==> config.mk <==
export PLATFORM = sky130hd
export DESIGN_NAME = lsu_ctrl
export DESIGN_NICKNAME = d
export VERILOG_FILES = /design/src/rtl/lsu_ctrl.sv
export SDC_FILE = /design/constraint.sdc
export NUM_CORES = 1
export LEC_CHECK = 0
export CAP_MARGIN = 5
export CORE_MARGIN = 3
export CORE_UTILIZATION = 48
export DETAILED_ROUTE_END_ITERATION = 16
export GPL_TIMING_DRIVEN = 0
export PLACE_DENSITY = 0.84
export SLEW_MARGIN = 20
export SYNTH_ARGS = -nofsm -noshare
export SYNTH_HDL_FRONTEND = slang
export SYNTH_SLANG_ARGS = --single-unit
==> constraint.sdc <==
create_clock -name clk -period 2.9 [get_ports clk]
set_input_delay 0.435 -clock clk [delete_from_list [all_inputs] [get_ports clk]]
set_output_delay 0.435 -clock clk [all_outputs]
set_load 0.02 [all_outputs]
==> src/rtl/lsu_ctrl.sv <==
// Load/store unit between execute and data memory: one op per transaction, alignment/funct3 check, load extension.
// Latency: store occupies one REQ cycle; load result pulses on wb_valid three cycles after acceptance.
// Backpressure: stall is high whenever a transaction is in flight; ops presented while stalled are ignored.
module lsu_ctrl #(
    parameter int ADDR_W = 12
) (
    input  logic              clk,
    input  logic              rst,
    input  logic              op_valid,
    input  logic              op_store,
    input  logic [2:0]        funct3,
    input  logic [31:0]       addr,
    input  logic [31:0]       store_data,
    input  logic [4:0]        rd_in,
    output logic              stall,
    output logic              dm_request,
    output logic              dm_we_re,
    output logic              dm_load,
    output logic [3:0]        dm_mask,
    output logic [ADDR_W-1:0] dm_address,
    output logic [31:0]       dm_data_in,
    input  logic              dm_valid,
    input  logic [31:0]       dm_data_out,
    output logic              wb_valid,
    output logic [31:0]       wb_data,
    output logic [4:0]        wb_rd,
    output logic              exc_valid,
    output logic              exc_cause,
    output logic [31:0]       exc_addr
);

    typedef enum logic [1:0] {IDLE, REQ, WAIT, RESP} state_t;

    state_t      state;
    logic        store_q;
    logic [1:0]  off_q;
    logic [2:0]  f3_q;
    logic [4:0]  rd_q;

    logic        op_illegal;
    logic        op_misaligned;
    logic [3:0]  op_mask;
    logic [31:0] op_sdata;

    // High address bits wrap into memory and are deliberately ignored.
    logic unused_addr_hi;
    assign unused_addr_hi = &{1'b0, addr[31:ADDR_W+2]};

    assign stall = (state != IDLE);

    // Aligns and extends the returned word according to the latched width/sign code.
    function automatic logic [31:0] extract(input logic [2:0] f3, input logic [1:0] off,
                                            input logic [31:0] w);
        logic [7:0]  b;
        logic [15:0] h;
        b = w[{off, 3'b000} +: 8];
        h = off[1] ? w[31:16] : w[15:0];
        case (f3)
            3'd0:    extract = {{24{b[7]}}, b};
            3'd4:    extract = {24'd0, b};
            3'd1:    extract = {{16{h[15]}}, h};
            3'd5:    extract = {16'd0, h};
            default: extract = w;
        endcase
    endfunction

    // Decode the presented op: legality, alignment, store lane mask and replicated data.
    always_comb begin
        op_illegal    = 1'b0;
        op_misaligned = 1'b0;
        op_mask       = 4'b1111;
        op_sdata      = store_data;
        if (op_store)
            op_illegal = funct3[2] | (funct3[1:0] == 2'b11);
        else
            op_illegal = (funct3 == 3'd3) || (funct3 == 3'd6) || (funct3 == 3'd7);
        op_misaligned = ((funct3[1:0] == 2'b01) && addr[0]) ||
                        ((funct3[1:0] == 2'b10) && (addr[1:0] != 2'b00));
        case (funct3[1:0])
            2'b00: begin
                op_mask  = 4'b0001 << addr[1:0];
                op_sdata = {4{store_data[7:0]}};
            end
            2'b01: begin
                op_mask  = 4'b0011 << addr[1:0];
                op_sdata = {2{store_data[15:0]}};
            end
            default: begin
                op_mask  = 4'b1111;
                op_sdata = store_data;
            end
        endcase
    end

    // Transaction FSM with all memory, writeback and exception outputs registered.
    always_ff @(posedge clk or negedge rst) begin
        if (!rst) begin
            state      <= IDLE;
            store_q    <= 1'b0;
            off_q      <= 2'b00;
            f3_q       <= 3'd0;
            rd_q       <= 5'd0;
            dm_request <= 1'b0;
            dm_we_re   <= 1'b0;
            dm_load    <= 1'b0;
            dm_mask    <= 4'b0000;
            dm_address <= '0;
            dm_data_in <= 32'd0;
            wb_valid   <= 1'b0;
            wb_data    <= 32'd0;
            wb_rd      <= 5'd0;
            exc_valid  <= 1'b0;
            exc_cause  <= 1'b0;
            exc_addr   <= 32'd0;
        end else begin
            // Strobes and pulses default low; data-like outputs hold.
            dm_request <= 1'b0;
            dm_we_re   <= 1'b0;
            dm_load    <= 1'b0;
            wb_valid   <= 1'b0;
            exc_valid  <= 1'b0;
            case (state)
                IDLE: begin
                    if (op_valid) begin
                        if (op_illegal || op_misaligned) begin
                            // Illegal funct3 wins over misalignment when both apply.
                            exc_valid <= 1'b1;
                            exc_cause <= op_illegal;
                            exc_addr  <= addr;
                        end else begin
                            store_q    <= op_store;
                            off_q      <= addr[1:0];
                            f3_q       <= funct3;
                            rd_q       <= rd_in;
                            dm_request <= 1'b1;
                            dm_we_re   <= op_store;
                            dm_load    <= ~op_store;
                            dm_address <= addr[ADDR_W+1:2];
                            if (op_store) begin
                                dm_mask    <= op_mask;
                                dm_data_in <= op_sdata;
                            end else begin
                                dm_mask    <= 4'b1111;
                            end
                            state <= REQ;
                        end
                    end
                end
                REQ: begin
                    state <= store_q ? IDLE : WAIT;
                end
                WAIT: begin
                    if (dm_valid) begin
                        wb_data  <= extract(f3_q, off_q, dm_data_out);
                        wb_rd    <= rd_q;
                        wb_valid <= 1'b1;
                        state    <= RESP;
                    end
                end
                RESP: begin
                    state <= IDLE;
                end
                default: state <= IDLE;
            endcase
        end
    end

endmodule

Word-level counts from Yosys, hierarchy flattened. Index checks and enable logic that the tools add are counted. W data, S select, Z words.

Register bits: 136. Bits of input ports: 109. Output and inout bits: 124. Logic and storage cells: 79.

Eq/ne operators: 15. Shifts and indexed selects: 3. Multiplexer cells: 25. Bitwise gates (word level): 3. Reductions and logical operators: 16.

Operators with widths (count): $pmux W32 S4 (1); $pmux W32 S2 (1); $shiftx A32 B6 Y8 (1); $mux W16 (1); $mux W1 (15); $eq A3 B3 Y1 const B (4); $reduce_and A3 Y1 (3); $eq A2 B2 Y1 const B (4); $mux W2 (4); $pmux W2 S4 (1); $pmux W4 S2 (1); $ne A2 B2 Y1 const B (3); $eq A2 B1 Y1 const B (2); $logic_not A2 Y1 (2); $logic_or A1 B1 Y1 (4); $mux W4 (1); $reduce_and A4 Y1 (1); $reduce_bool A2 Y1 (2); $shl A1 B2 Y4 const A (1); $shl A2 B2 Y4 const A (1); $eq A3 B1 Y1 const B (1); $eq A3 B2 Y1 const B (1); $logic_not A3 Y1 (1); $logic_and A1 B1 Y1 (2); 3 further kinds (4).

Logic depth before layout (Yosys ltp).
Depth after elaboration: 8. Depth in mapped cells: 7. Depth with buffers taken out: 5.

Worst setup path after synthesis. Ideal clock, no wire load.

Kind: input to register. From: input addr[0]. To: register dm_data_in[0]. Setup time: 0.125 ns. Data arrival time: 1.605 ns. Data required time: 2.775 ns. Slack: 1.170 ns. Stages on the path: 5. Buffers on the path: 2. Path through: buf_4 a221oi_4 o211ai_2 buf_4 mux2_4.

Word-level cells in the longest chain between the ends: 6. Elaborated cells on any way between the ends: 7. Those cells by class: bitwise: 1; reduce/logical: 6.

Ends and longest elaborated chain: start, declared (line 12) `input logic [31:0] addr,`; $reduce_bool A2 Y1 (line 78) `((funct3[1:0] == 2'b10) && (addr[1:0] != 2'b00));`; $logic_and A1 B1 Y1 (line 78); $logic_or A1 B1 Y1 (*) (line 77) `op_misaligned = ((funct3[1:0] == 2'b01) && addr[0]) ||`; $logic_or A1 B1 Y1 (*) (line 125) `if (op_illegal || op_misaligned) begin`; $not A1 Y1 (no source line) (*); $reduce_and A4 Y1 (no source line) (*); end signal, assigned (line 141) `dm_data_in <= op_sdata;`; end, declared (line 21) `output logic [31:0] dm_data_in,`.

Mark *: on every way between the ends. The rest lies on a longest branch, timed or not. A chain may end at the register's enable or synchronous reset.

Worst setup path in the final report.
From: register state[0]. To: output stall.

Word-level cells in the longest chain between the ends: 1.

Ends and longest elaborated chain: start, declared (line 34) `state_t state;`; start signal, assigned (line 150) `state <= store_q ? IDLE : WAIT;`; $reduce_bool A2 Y1 (line 49) `assign stall = (state != IDLE);`; end, declared (line 15) `output logic stall,`.

Every way passes these cells.

==> flow_summary.ini <==
[timing]
max_clock_freq_ghz = 0.471
hold_viol_final = 0
worstMarginPinSlew_ns = 0.924
worst_case_clock_skew_ns = 0.0117
finalCritPeriodShare_pct = 73.2
setup_violations = 0
setup_repair_after_global_routing_missed_its_margin = false
fin_crit_ns = 2.12
timing.max_slew.rel_slack_pct = 38.3
timing.setup.tns_ns = 0
final_max_slew_viol_count = 0

[worst_setup_path]
worst-path-max-fanout = 4
worstPathCellList = or2_2, clkdlybuf4s50_1
timing.setup.critical_path_class = reg2out
critical-path-max-stage-delay_ns = 0.56
cp_data_required_time_ns = 2.47
worst_path_max_delay_cell = sky130_fd_sc_hd__clkdlybuf4s50_1
end_kind = output pin
worstSetupStartpointType = register
arrival_ns = 1.69

[cells_and_area]
areaGrowthSynthToFinish_pct = 51.7
final_cells = 955
diodes = 0
fillerInstances = 874
final_layout_size_suffix_gt1_share_pct = 15.0
num-nets-final = 884

[clock_network]
cts_resized = 0
cts.path.max_buffers = 2
clock_tree_from_tritoncts = done
root_buffer = sky130_fd_sc_hd__clkbuf_16
cts_buffers = 17
clk_pin_slew_ns = 0.06
cts-hold-fix-buffers = 1
cts_sinks = 136
post-cts-setup-buffer-count = 0
h_tree_depth = 4
worst_skew_pair.late_latency_ns = 0.41

[place]
finalWeightedCongestion = 0.874
io_buffers = 230
placed_cells_incl_taps = 923
hpwlAfterDp_mm = 13.7

[global_routing]
global_route_track_usage_on_met1_pct = 30.0
overall_global_routing_resource_usage_pct = 26.1
grt_busiest_layer = met2
grt_pass1_vias = 5362
largest_net_degree_at_the_start_of_global_routing = 70
grt_pass1_wl_mm = 28.8
global_route.overflow_total = 0
grt_antenna_before_repair = 0
grt_use_met3_pct = 8.80
globalRouteMet2Util_pct = 44.7

[synth]
yosysWarningCount = 0
synth_fa_ha_area_share_pct = 0
ys_types = 41
synth_top_area_share_pct = 55.8
sequential_cell_area_fraction_in_the_yosys_report_pct = 55.8
post_synth_and_or_nand_nor_area_fraction_pct = 12.4
synth_area_leader_cell = sky130_fd_sc_hd__dfrtp_1
synth-compound-area-share_pct = 8.98
async_reset_ff_share_pct = 100
synth_nets = 633
postSynthRegisterBits = 136
synth_top_flop_cell = sky130_fd_sc_hd__dfrtp_1
synthTopCellsByArea = sky130_fd_sc_hd__dfrtp_1 (56%), sky130_fd_sc_hd__mux2_2 (7.8%), sky130_fd_sc_hd__nand2_1 (4.5%)
synth.avg_cell_area_um2 = 11.6
post_synth_inst_count = 524
synth_enable_flop_cells = 0
main_combinational_cell_family_by_area_after_synthesis = multiplexers
syn-cell-area_um2 = 6100
post_synth_xor_area_fraction_pct = 0
yosys-mux-area-fraction_pct = 18.8

[die]
floorplan.core_area_um2 = 12200
placement_rows = 40
die-area_um2 = 14100
die_height_um = 119
starting_density_pct = 50.0
die_w_um = 119
io_pins = 233

[pwr]
leakage_component_of_the_power_nw = 4.06
power_density_nw_per_um2 = 1130
maximum_vdd_ir_drop_mv = 0.563
power.combinational.fraction_pct = 47.3
power_frac_clock_pct = 20.7
power.switching_fraction_pct = 36.4
seq_power_share_pct = 32.0
p_switching_mw = 3.80
power_report.internal_total_mw = 6.64

[detailed_routing]
remaining_drc_errors = 0
drt_wl_total_mm = 18.2
drtAntennaViolNets = 0
drt_first_iter_violations = 377
route.detailed.wl_per_inst_um = 19.0
vias = 5189
viasPerCell = 5.43
drtPass1Iterations = 5

[status]
status = finished, final reports clean

[hold_path]
holdCritPathClass = in2reg

[job]
max_cap_viol_count = 0
## cells in the final DEF (no fill, tap or decap), drive strengths merged, types with 8 or more instances in the layout
| cell type | netlist | layout |
|---|---|---|
| o21ai | 45 | 45 |
| nand3 | 32 | 32 |
| nand2 | 73 | 73 |
| nand3b | 15 | 15 |
| clkbuf | 18 | 42 |
| a21oi | 26 | 26 |
| nor2 | 17 | 17 |
| dfrtp | 136 | 136 |
| mux2i | 26 | 26 |
| nand2b | 8 | 8 |
| clkdlybuf4s50 | 0 | 229 |
| mux2 | 73 | 73 |
| buf | 19 | 21 |
## metal layers
metal	part of all wire [%]	vias up
li1	-	2330
met1	38	2535
met2	51	286
met3	9.0	38
met4	2.8	0
met5	0	-
## logic make-up after synthesis
family / count (synthesis)
buffers and inverters: 43
flip-flops: 136
AND/OR/NAND/NOR: 155
AO/OA/AOI/OAI: 91
multiplexers: 99
## metrics by stage
step,hold WS (ns),area (µm²),power (mW),setup WS [ns],utilization [%]
after detailed placement,0.431,8650,8.29,0.425,70.8
after global placement,0.449,8610,8.13,-3.82,70.5
final,0.372,9260,10.4,0.777,75.8
after CTS,0.360,9260,10.5,0.750,75.8
after global routing,0.379,9260,11.0,0.732,75.8
after floorplan,0.139,6100,5.86,1.17,-
## flip-flops by register name (all words and copies together), names as in the netlist, named ones only
| signal | flops |
|---|---|
| dm_data_in | 32 |
| exc_addr | 32 |
| wb_data | 32 |
| dm_address | 12 |
| rd_q | 5 |
| wb_rd | 5 |
| dm_mask | 4 |
| f3_q | 3 |
| off_q | 2 |
| dm_load | 1 |
| dm_request | 1 |
| dm_we_re | 1 |
| exc_cause | 1 |
| exc_valid | 1 |
| state | 1 |
| store_q | 1 |
| wb_valid | 1 |
## critical path: cells and delay by family, from the launching register on
family	cells	cell delay (ns)
buf+inv	1	0.56
flops	1	0.41
simple gates	1	0.30
## worst paths after layout
kind                       startpoint             end  slack [ns]  cells after the start
max reg2reg                  off_q[1]      wb_data[6]        0.91                      5
max                          state[0]           stall        0.78                      2
max in group asynchronous         rst  dm_data_in[11]        1.60                      3
min reg2reg                   rd_q[4]        wb_rd[4]        0.47                      2
min                           addr[0]     exc_addr[0]        0.37                      2
min in group asynchronous         rst     wb_data[17]        0.58                      2
## synthesized netlist by cell type (2+ instances only)
library cell	count
sky130_fd_sc_hd__dfrtp_1	136
sky130_fd_sc_hd__nand2_1	73
sky130_fd_sc_hd__mux2_2	42
sky130_fd_sc_hd__nand3_1	32
sky130_fd_sc_hd__a21oi_1	26
sky130_fd_sc_hd__mux2i_1	26
sky130_fd_sc_hd__o21ai_0	25
sky130_fd_sc_hd__o21ai_1	19
sky130_fd_sc_hd__clkbuf_1	18
sky130_fd_sc_hd__mux2_4	18
sky130_fd_sc_hd__nor2_1	16
sky130_fd_sc_hd__nand3b_1	15
sky130_fd_sc_hd__mux2_1	13
sky130_fd_sc_hd__buf_6	8
sky130_fd_sc_hd__nand2b_1	8
sky130_fd_sc_hd__buf_2	6
sky130_fd_sc_hd__inv_1	6
sky130_fd_sc_hd__a221oi_1	5
sky130_fd_sc_hd__a21o_1	3
sky130_fd_sc_hd__buf_4	3
sky130_fd_sc_hd__nor2b_1	3
sky130_fd_sc_hd__a31oi_1	2
sky130_fd_sc_hd__buf_1	2
sky130_fd_sc_hd__o21a_1	2
## area by class of cell
| cell class | count | area [µm²] | share of cell area (%) |
|---|---|---|---|
| clock inverters | 7 | 90.1 | 0.973 |
| flip-flops and latches | 136 | 3400 | 36.8 |
| repair buffers | 232 | 2340 | 25.3 |
| inverters | 6 | 22.5 | 0.243 |
| plain buffers | 37 | 218 | 2.35 |
| clock buffers | 24 | 512 | 5.53 |
| multi-input cells | 345 | 2460 | 26.5 |
| well taps | 168 | 210 | 2.27 |
## power groups by stage
stage	Combinational, mW	Sequential, mW	Clock [mW]
finish	4.94	3.34	2.16
global route	5.25	3.44	2.27
CTS	4.97	3.33	2.19
detailed placement	4.95	3.34	0
global placement	4.83	3.30	0
floorplan	1.59	4.27	0
No activity file was read; power rests on OpenSTA's default activity.
